<file path="config.mk">
export PLATFORM = sky130hd
export DESIGN_NAME = alu_control_mc
export DESIGN_NICKNAME = d
export VERILOG_FILES = /design/src/rtl/alu_ctrl_pkg.sv /design/src/rtl/alu_control_mc_md_sequencer.sv /design/src/rtl/alu_control_mc.sv
export SDC_FILE = /design/constraint.sdc
export NUM_CORES = 1
export LEC_CHECK = 0
export ABC_AREA = 1
export ABC_CLOCK_PERIOD_IN_PS = 1300
export BUFFER_PORTS_ARGS = -buffer_cell sky130_fd_sc_hd__buf_2
export CORE_UTILIZATION = 35
export CTS_CLUSTER_DIAMETER = 60
export DETAILED_ROUTE_END_ITERATION = 10
export GPL_TIMING_DRIVEN = 0
export PLACE_DENSITY = 0.62
export SYNTH_ARGS = -nofsm -noshare
export SYNTH_HDL_FRONTEND = slang
export SYNTH_SLANG_ARGS = --single-unit
</file>
<file path="constraint.sdc">
create_clock -name clk -period 1.3 [get_ports clk]
set_clock_uncertainty 0.1 [all_clocks]
set_input_delay 0.065 -clock clk [delete_from_list [all_inputs] [get_ports clk]]
set_output_delay 0.065 -clock clk [all_outputs]
set_load 0.03 [all_outputs]
</file>
<file path="src/rtl/alu_ctrl_pkg.sv">
// Shared constants and types for the EX-stage ALU control slice.
// Optional illegal-funct detection is enabled by ALU_CTRL_ILLEGAL_EN.
package alu_ctrl_pkg;

  localparam logic [3:0] SEL_AND  = 4'b0000;
  localparam logic [3:0] SEL_OR   = 4'b0001;
  localparam logic [3:0] SEL_ADD  = 4'b0010;
  localparam logic [3:0] SEL_XOR  = 4'b0011;
  localparam logic [3:0] SEL_SUB  = 4'b0110;
  localparam logic [3:0] SEL_SLT  = 4'b0111;
  localparam logic [3:0] SEL_SLTU = 4'b1000;
  localparam logic [3:0] SEL_NOR  = 4'b1100;
  localparam logic [3:0] SEL_PASS = 4'b1111;

  localparam logic [1:0] ALU_OP_ADD   = 2'b00;
  localparam logic [1:0] ALU_OP_SUB   = 2'b01;
  localparam logic [1:0] ALU_OP_RTYPE = 2'b10;
  localparam logic [1:0] ALU_OP_OR    = 2'b11;

  localparam logic [5:0] FUNCT_MFHI  = 6'b010000;
  localparam logic [5:0] FUNCT_MFLO  = 6'b010010;
  localparam logic [5:0] FUNCT_MULT  = 6'b011000;
  localparam logic [5:0] FUNCT_MULTU = 6'b011001;
  localparam logic [5:0] FUNCT_DIV   = 6'b011010;
  localparam logic [5:0] FUNCT_DIVU  = 6'b011011;
  localparam logic [5:0] FUNCT_ADD   = 6'b100000;
  localparam logic [5:0] FUNCT_ADDU  = 6'b100001;
  localparam logic [5:0] FUNCT_SUB   = 6'b100010;
  localparam logic [5:0] FUNCT_SUBU  = 6'b100011;
  localparam logic [5:0] FUNCT_AND   = 6'b100100;
  localparam logic [5:0] FUNCT_OR    = 6'b100101;
  localparam logic [5:0] FUNCT_XOR   = 6'b100110;
  localparam logic [5:0] FUNCT_NOR   = 6'b100111;
  localparam logic [5:0] FUNCT_SLT   = 6'b101010;
  localparam logic [5:0] FUNCT_SLTU  = 6'b101011;

  typedef enum logic [1:0] {
    IDLE,
    RUN,
    DONE
  } md_state_t;

endpackage

</file>
<file path="src/rtl/alu_control_mc_md_sequencer.sv">
// Mul/div sequencer: IDLE -> RUN (MD_CYCLES) -> DONE (HI/LO write).
// Owns the iteration counter and the latched op attributes.
module md_sequencer
  import alu_ctrl_pkg::*;
#(
  parameter int MD_CYCLES = 32,
  parameter int CNT_W     = 8
) (
  input  logic clk,
  input  logic rst,
  input  logic accept,
  input  logic op_signed,
  input  logic op_div,
  output logic md_start,
  output logic md_signed,
  output logic md_is_div,
  output logic md_busy,
  output logic hilo_we
);

  localparam logic [CNT_W-1:0] CNT_LOAD =
    CNT_W'(MD_CYCLES - 1);

  md_state_t        state, state_n;
  logic [CNT_W-1:0] cnt, cnt_n;
  logic             sgn_n, div_n;

  always_ff @(posedge clk) begin
    if (rst) begin
      state     <= IDLE;
      cnt       <= '0;
      md_signed <= 1'b0;
      md_is_div <= 1'b0;
    end else begin
      state     <= state_n;
      cnt       <= cnt_n;
      md_signed <= sgn_n;
      md_is_div <= div_n;
    end
  end

  always_comb begin
    state_n  = state;
    cnt_n    = cnt;
    sgn_n    = md_signed;
    div_n    = md_is_div;
    md_start = 1'b0;
    hilo_we  = 1'b0;
    unique case (state)
      IDLE: begin
        if (accept) begin
          md_start = 1'b1;
          sgn_n    = op_signed;
          div_n    = op_div;
          cnt_n    = CNT_LOAD;
          state_n  = RUN;
        end
      end
      RUN: begin
        // Hold at zero so the counter can never wrap.
        if (cnt == '0) state_n = DONE;
        else cnt_n = cnt - 1'b1;
      end
      DONE: begin
        hilo_we = 1'b1;
        state_n = IDLE;
      end
      default: state_n = IDLE;
    endcase
    if (rst) begin
      md_start = 1'b0;
      hilo_we  = 1'b0;
    end
  end

  assign md_busy = (state != IDLE);

endmodule

</file>
<file path="src/rtl/alu_control_mc.sv">
// EX-stage ALU control: select decode, HI/LO stall, mul/div launch.
// Define ALU_CTRL_ILLEGAL_EN to add the illegal-funct output.
module alu_control_mc
  import alu_ctrl_pkg::*;
#(
  parameter int SEL_W     = 4,
  parameter int FUNCT_W   = 6,
  parameter int MD_CYCLES = 32,
  parameter int CNT_W     = 8
) (
  input  logic               clk,
  input  logic               rst,
  input  logic               valid,
  input  logic               flush,
  input  logic [1:0]         alu_op,
  input  logic [FUNCT_W-1:0] funct,
  output logic [SEL_W-1:0]   select,
  output logic               md_start,
  output logic               md_signed,
  output logic               md_is_div,
  output logic               md_busy,
  output logic               hilo_we,
  output logic               stall
`ifdef ALU_CTRL_ILLEGAL_EN
  ,
  output logic               illegal
`endif
);

  localparam logic [SEL_W-1:0] PASS = SEL_W'(SEL_PASS);

  logic             op_add, op_sub, op_r, op_or;
  logic             f_md, f_mf, live, accept;
  logic [SEL_W-1:0] r_sel, sel_n;

  assign op_add = (alu_op == ALU_OP_ADD);
  assign op_sub = (alu_op == ALU_OP_SUB);
  assign op_r   = (alu_op == ALU_OP_RTYPE);
  assign op_or  = (alu_op == ALU_OP_OR);

  assign f_md = (funct == FUNCT_W'(FUNCT_MULT))
              | (funct == FUNCT_W'(FUNCT_MULTU))
              | (funct == FUNCT_W'(FUNCT_DIV))
              | (funct == FUNCT_W'(FUNCT_DIVU));
  assign f_mf = (funct == FUNCT_W'(FUNCT_MFHI))
              | (funct == FUNCT_W'(FUNCT_MFLO));

  always_comb begin
    r_sel = PASS;
    case (funct)
      FUNCT_W'(FUNCT_ADD),
      FUNCT_W'(FUNCT_ADDU): r_sel = SEL_W'(SEL_ADD);
      FUNCT_W'(FUNCT_SUB),
      FUNCT_W'(FUNCT_SUBU): r_sel = SEL_W'(SEL_SUB);
      FUNCT_W'(FUNCT_AND):  r_sel = SEL_W'(SEL_AND);
      FUNCT_W'(FUNCT_OR):   r_sel = SEL_W'(SEL_OR);
      FUNCT_W'(FUNCT_XOR):  r_sel = SEL_W'(SEL_XOR);
      FUNCT_W'(FUNCT_NOR):  r_sel = SEL_W'(SEL_NOR);
      FUNCT_W'(FUNCT_SLT):  r_sel = SEL_W'(SEL_SLT);
      FUNCT_W'(FUNCT_SLTU): r_sel = SEL_W'(SEL_SLTU);
      default:              r_sel = PASS;
    endcase
  end

  always_comb begin
    sel_n = PASS;
    unique case (1'b1)
      op_add:  sel_n = SEL_W'(SEL_ADD);
      op_sub:  sel_n = SEL_W'(SEL_SUB);
      op_or:   sel_n = SEL_W'(SEL_OR);
      op_r:    sel_n = r_sel;
      default: sel_n = PASS;
    endcase
    if (rst) sel_n = PASS;
  end

  assign select = sel_n;

  // Only HI/LO consumers wait on the unit; plain ALU ops flow.
  assign live   = valid & ~flush;
  assign stall  = ~rst & md_busy & live
                & op_r & (f_md | f_mf);
  assign accept = live & ~stall & op_r & f_md;

`ifdef ALU_CTRL_ILLEGAL_EN
  assign illegal = ~rst & live & op_r
                 & (r_sel == PASS) & ~f_md & ~f_mf;
`endif

  md_sequencer #(
    .MD_CYCLES (MD_CYCLES),
    .CNT_W     (CNT_W)
  ) u_md_seq (
    .clk       (clk),
    .rst       (rst),
    .accept    (accept),
    .op_signed (~funct[0]),
    .op_div    (funct[1]),
    .md_start  (md_start),
    .md_signed (md_signed),
    .md_is_div (md_is_div),
    .md_busy   (md_busy),
    .hilo_we   (hilo_we)
  );

endmodule

</file>
==> results by group <==
Status
  – Outcome: complete, but fails checks
  – Failing checks: negative hold slack, negative setup slack

Synth
  – Syn. warnings: 0
  – Post-synthesis sequential area ratio: 0.2627
  – Netlist cell types: 23
  – Top cells by area, synth: dfxtp_1, nand2_1, nand3_1, inv_1, nor2_1
  – Syn avg cell area: 5.863 um^2
  – Post-synth top area share: 0.2627
  – Mapped cell area: 914.6 um^2
  – Syn_nets: 169
  – Leading area contributor after synthesis: dfxtp_1
  – Synth Register Bits: 12
  – Mapped Cells: between 150 and 200

Clock network
  – CTS Sinks: 12
  – CTS max path bufs: 2
  – CTS tree: yes
  – Clock Tree Root: clkbuf_4
  – Worst-path clk slew: around 80 ps
  – H-tree levels: 1
  – Hold Buf Count CTS: 2
  – Clk_lat worst skew: roughly 290 ps
  – TritonCTS Buffers: 3

Worst setup path
  – Worst path top cell family by delay: simple AND/OR/NAND/NOR gates
  – WP data arrival: 1510 ps
  – Crit start category: flip-flop
  – Critical path's largest stage delay: 340 ps
  – Worst-path fanout max: 5
  – Crit. path cell count: 9
  – Worst endpoint required time: around 1400 ps
  – Critical path's slowest cell: dfxtp_2
  – Cells along the critical path: inv_2, ha_4, nand2_4, nor2_4, nor2_4, nor2_8, inv_4, nand2_2, a21oi_2
  – R2R depth: 9
  – WP buf/inv: 2
  – Crit end category: flip-flop
  – Most used cell, CP: nor2_4
  – Crit Path Class: reg -> reg

Power
  – Switching share of power: 0.2835
  – PD cells: 613.5 nW/um^2
  – Clock power frac: 0.382
  – Tot Pwr: 816.7 uW
  – P_int: just under 600 uW
  – Seq pwr share: 0.449
  – Leakage power: 0.0006453 uW
  – Worst VDD drop: 0.5083 mV
  – Psw: 231.6 uW
  – Combinational cell fraction of total power: 0.168

Job
  – Max cap viols: 0

GRT
  – Vias in the first global route: about 1000
  – Antenna violations before repair: 0
  – Gr usage total: 0.2005
  – Pin count of the biggest net entering global routing: 11
  – First-pass GRT wire length: 4174 um
  – GRT overflow: 0

Timing
  – Fmax: 713.3 MHz
  – RSZ-0062 raised after global routing: true
  – Hold Vio Cnt, Final: 2
  – Final min period: 1402 ps
  – WHS: -146.0 ps
  – Max-Slew Margin vs Limit: 0.6362
  – Final Cycle Share: 1.078
  – Max-slew violations: 0
  – Setup-failing EPs final: 9
  – Setup TNS: -638.3 ps
  – Final WS setup: -101.9 ps
  – Worst-Margin Slew: 545.6 ps

Cells and area
  – Final nets: 210
  – Finished Layout Cells: 226
  – Area growth from synthesis to layout: 45.55%
  – ANT cells: 0
  – Fillcell total: between 200 and 250
  – Share of layout cells above drive strength 1: 0.4082

Floorplan
  – Num rows: 18
  – Num ports: 22
  – Die area: 2822 um^2
  – Die height: 53.12 um
  – Core Region: 2477 um^2
  – Die X: approximately 53 um
  – Starting Density: 0.3692

Routing
  – Routed len/inst: 11.22 um
  – Vias: approximately 1100
  – DR iter-0 viols: 34
  – Vias per std cell: 4.942
  – Final WL: 2535 um
  – Pre-antenna DRT Iters: 4
  – Drt drc: 0
  – Final ANT Viol Nets: 0

Worst hold path
  – Hold depth: 2
  – Hold Path Class: in -> reg

Placement
  – Placed insts: between 200 and 250
  – Dpl ws: -165.3 ps
  – Port Buffers: 21
  – Detailed placer's ending HPWL: about 1700 um
  – Gpl congestion: 0.8606
-- flip-flops by register name (all words and copies together), names as in the netlist --
name,count
u_md_seq.md_is_div,1
u_md_seq.cnt,8
u_md_seq.state,2
u_md_seq.md_signed,1
-- Yosys cell counts (all sizes together) --
master,number
inv,26
nand4,6
o21ai,6
a31oi,1
nor4,1
dfxtp,12
nand2,44
nand3,18
nor3,3
nor2,30
ha,1
clkinv,1
a21oi,5
buf,1
and2,1
-- through the flow --
stage,area (um^2),util
final,1331,0.5374
after global routing,1331,0.5374
after CTS,1297,0.5237
after detailed placement,1097,0.4429
after global placement,1097,0.4429
after floorplan,954.7,-
-- layout by cell type (no fill, tap or decap) --
master / n
nand3_2: 3
dfxtp_2: 6
buf_1: 1
nor3_1: 3
inv_4: 1
a31oi_1: 1
dfxtp_1: 5
nor2_8: 1
nand2_2: 5
clkbuf_4: 4
buf_2: 17
clkbuf_8: 1
nand2_4: 1
a21oi_1: 2
nand3_1: 15
a21oi_2: 3
nor2_1: 15
buf_6: 1
inv_1: 20
buf_4: 14
clkinv_1: 1
nand2_1: 38
o21ai_1: 4
nor4_2: 1
nand4_1: 6
ha_4: 1
dfxtp_4: 1
o21ai_0: 2
nor2_2: 7
inv_2: 5
and2_1: 1
dlygate4sd3_1: 2
nor2_4: 8
-- power by group through the flow --
stage | combinational [uW] | clock, uW | sequential (uW)
4_1_cts | 133 | 312 | 367
5_1_grt | 152 | 330 | 367
2_1_floorplan | 78.4 | 0 | 378
3_5_place_dp | 123 | 0 | 378
6_report | 137 | 312 | 367
3_3_place_gp | 120 | 0 | 378
-- kinds of logic after synthesis --
group / after synthesis / share of synthesized area
flops: 12 / 0.2627
fa+ha+maj: 1 / 0.01368
simple gates: 103 / 0.5267
buf+inv: 28 / 0.1176
compound gates: 12 / 0.07934
-- path summary, 6_finish.rpt --
path | slack (ps) | start | endpoint
min reg2reg | 380 | u_md_seq.md_signed$_SDFFE_PP0P_ | u_md_seq.md_signed$_SDFFE_PP0P_
max | -100 | u_md_seq.cnt[0]$_SDFFE_PP0P_ | u_md_seq.cnt[4]$_SDFFE_PP0P_
min | -150 | rst | u_md_seq.state[0]$_SDFFE_PP0P_
max reg2reg | -100 | u_md_seq.cnt[0]$_SDFFE_PP0P_ | u_md_seq.cnt[4]$_SDFFE_PP0P_
-- cell type report --
| cell class | count | area [um^2] | area share |
|---|---|---|---|
| Buffer | 1 | 3.754 | 0.002820 |
| Clock buffer | 4 | 36.28 | 0.02726 |
| Inverter | 27 | 103.9 | 0.07801 |
| Multi-Input combinational cell | 117 | 669.4 | 0.5028 |
| Sequential cell | 12 | 251.5 | 0.1889 |
| Tap cell | 30 | 37.54 | 0.02820 |
| Timing Repair Buffer | 35 | 229.0 | 0.1720 |
-- worst reg2reg max path: cells and delay by family, from the launching register on --
family	cells	cell delay [ps]
flip-flops	1	340
buffers and inverters	2	150
AND/OR/NAND/NOR	5	450
AO/OA/AOI/OAI	1	120
adder cells (fa/ha/maj)	1	170
-- routing by layer --
layer  vias up  track usage  share of wire
met1       512       0.2312           0.44
met4         0      0.06579          0.017
met3         5      0.02874          0.037
met5         -            0              0
met2        22       0.3713           0.50
li1        578            -              -
-- what timing repair did --
item / CTS / global route
buffers inserted: 11 / 1
hold endpoints to repair: 4 / 2
pin swaps: 10 / 3
setup endpoints to repair: 10 / 15
resized for setup: 19 / 11
cloned: 1 / 0
(Power assumes the default switching activity.)
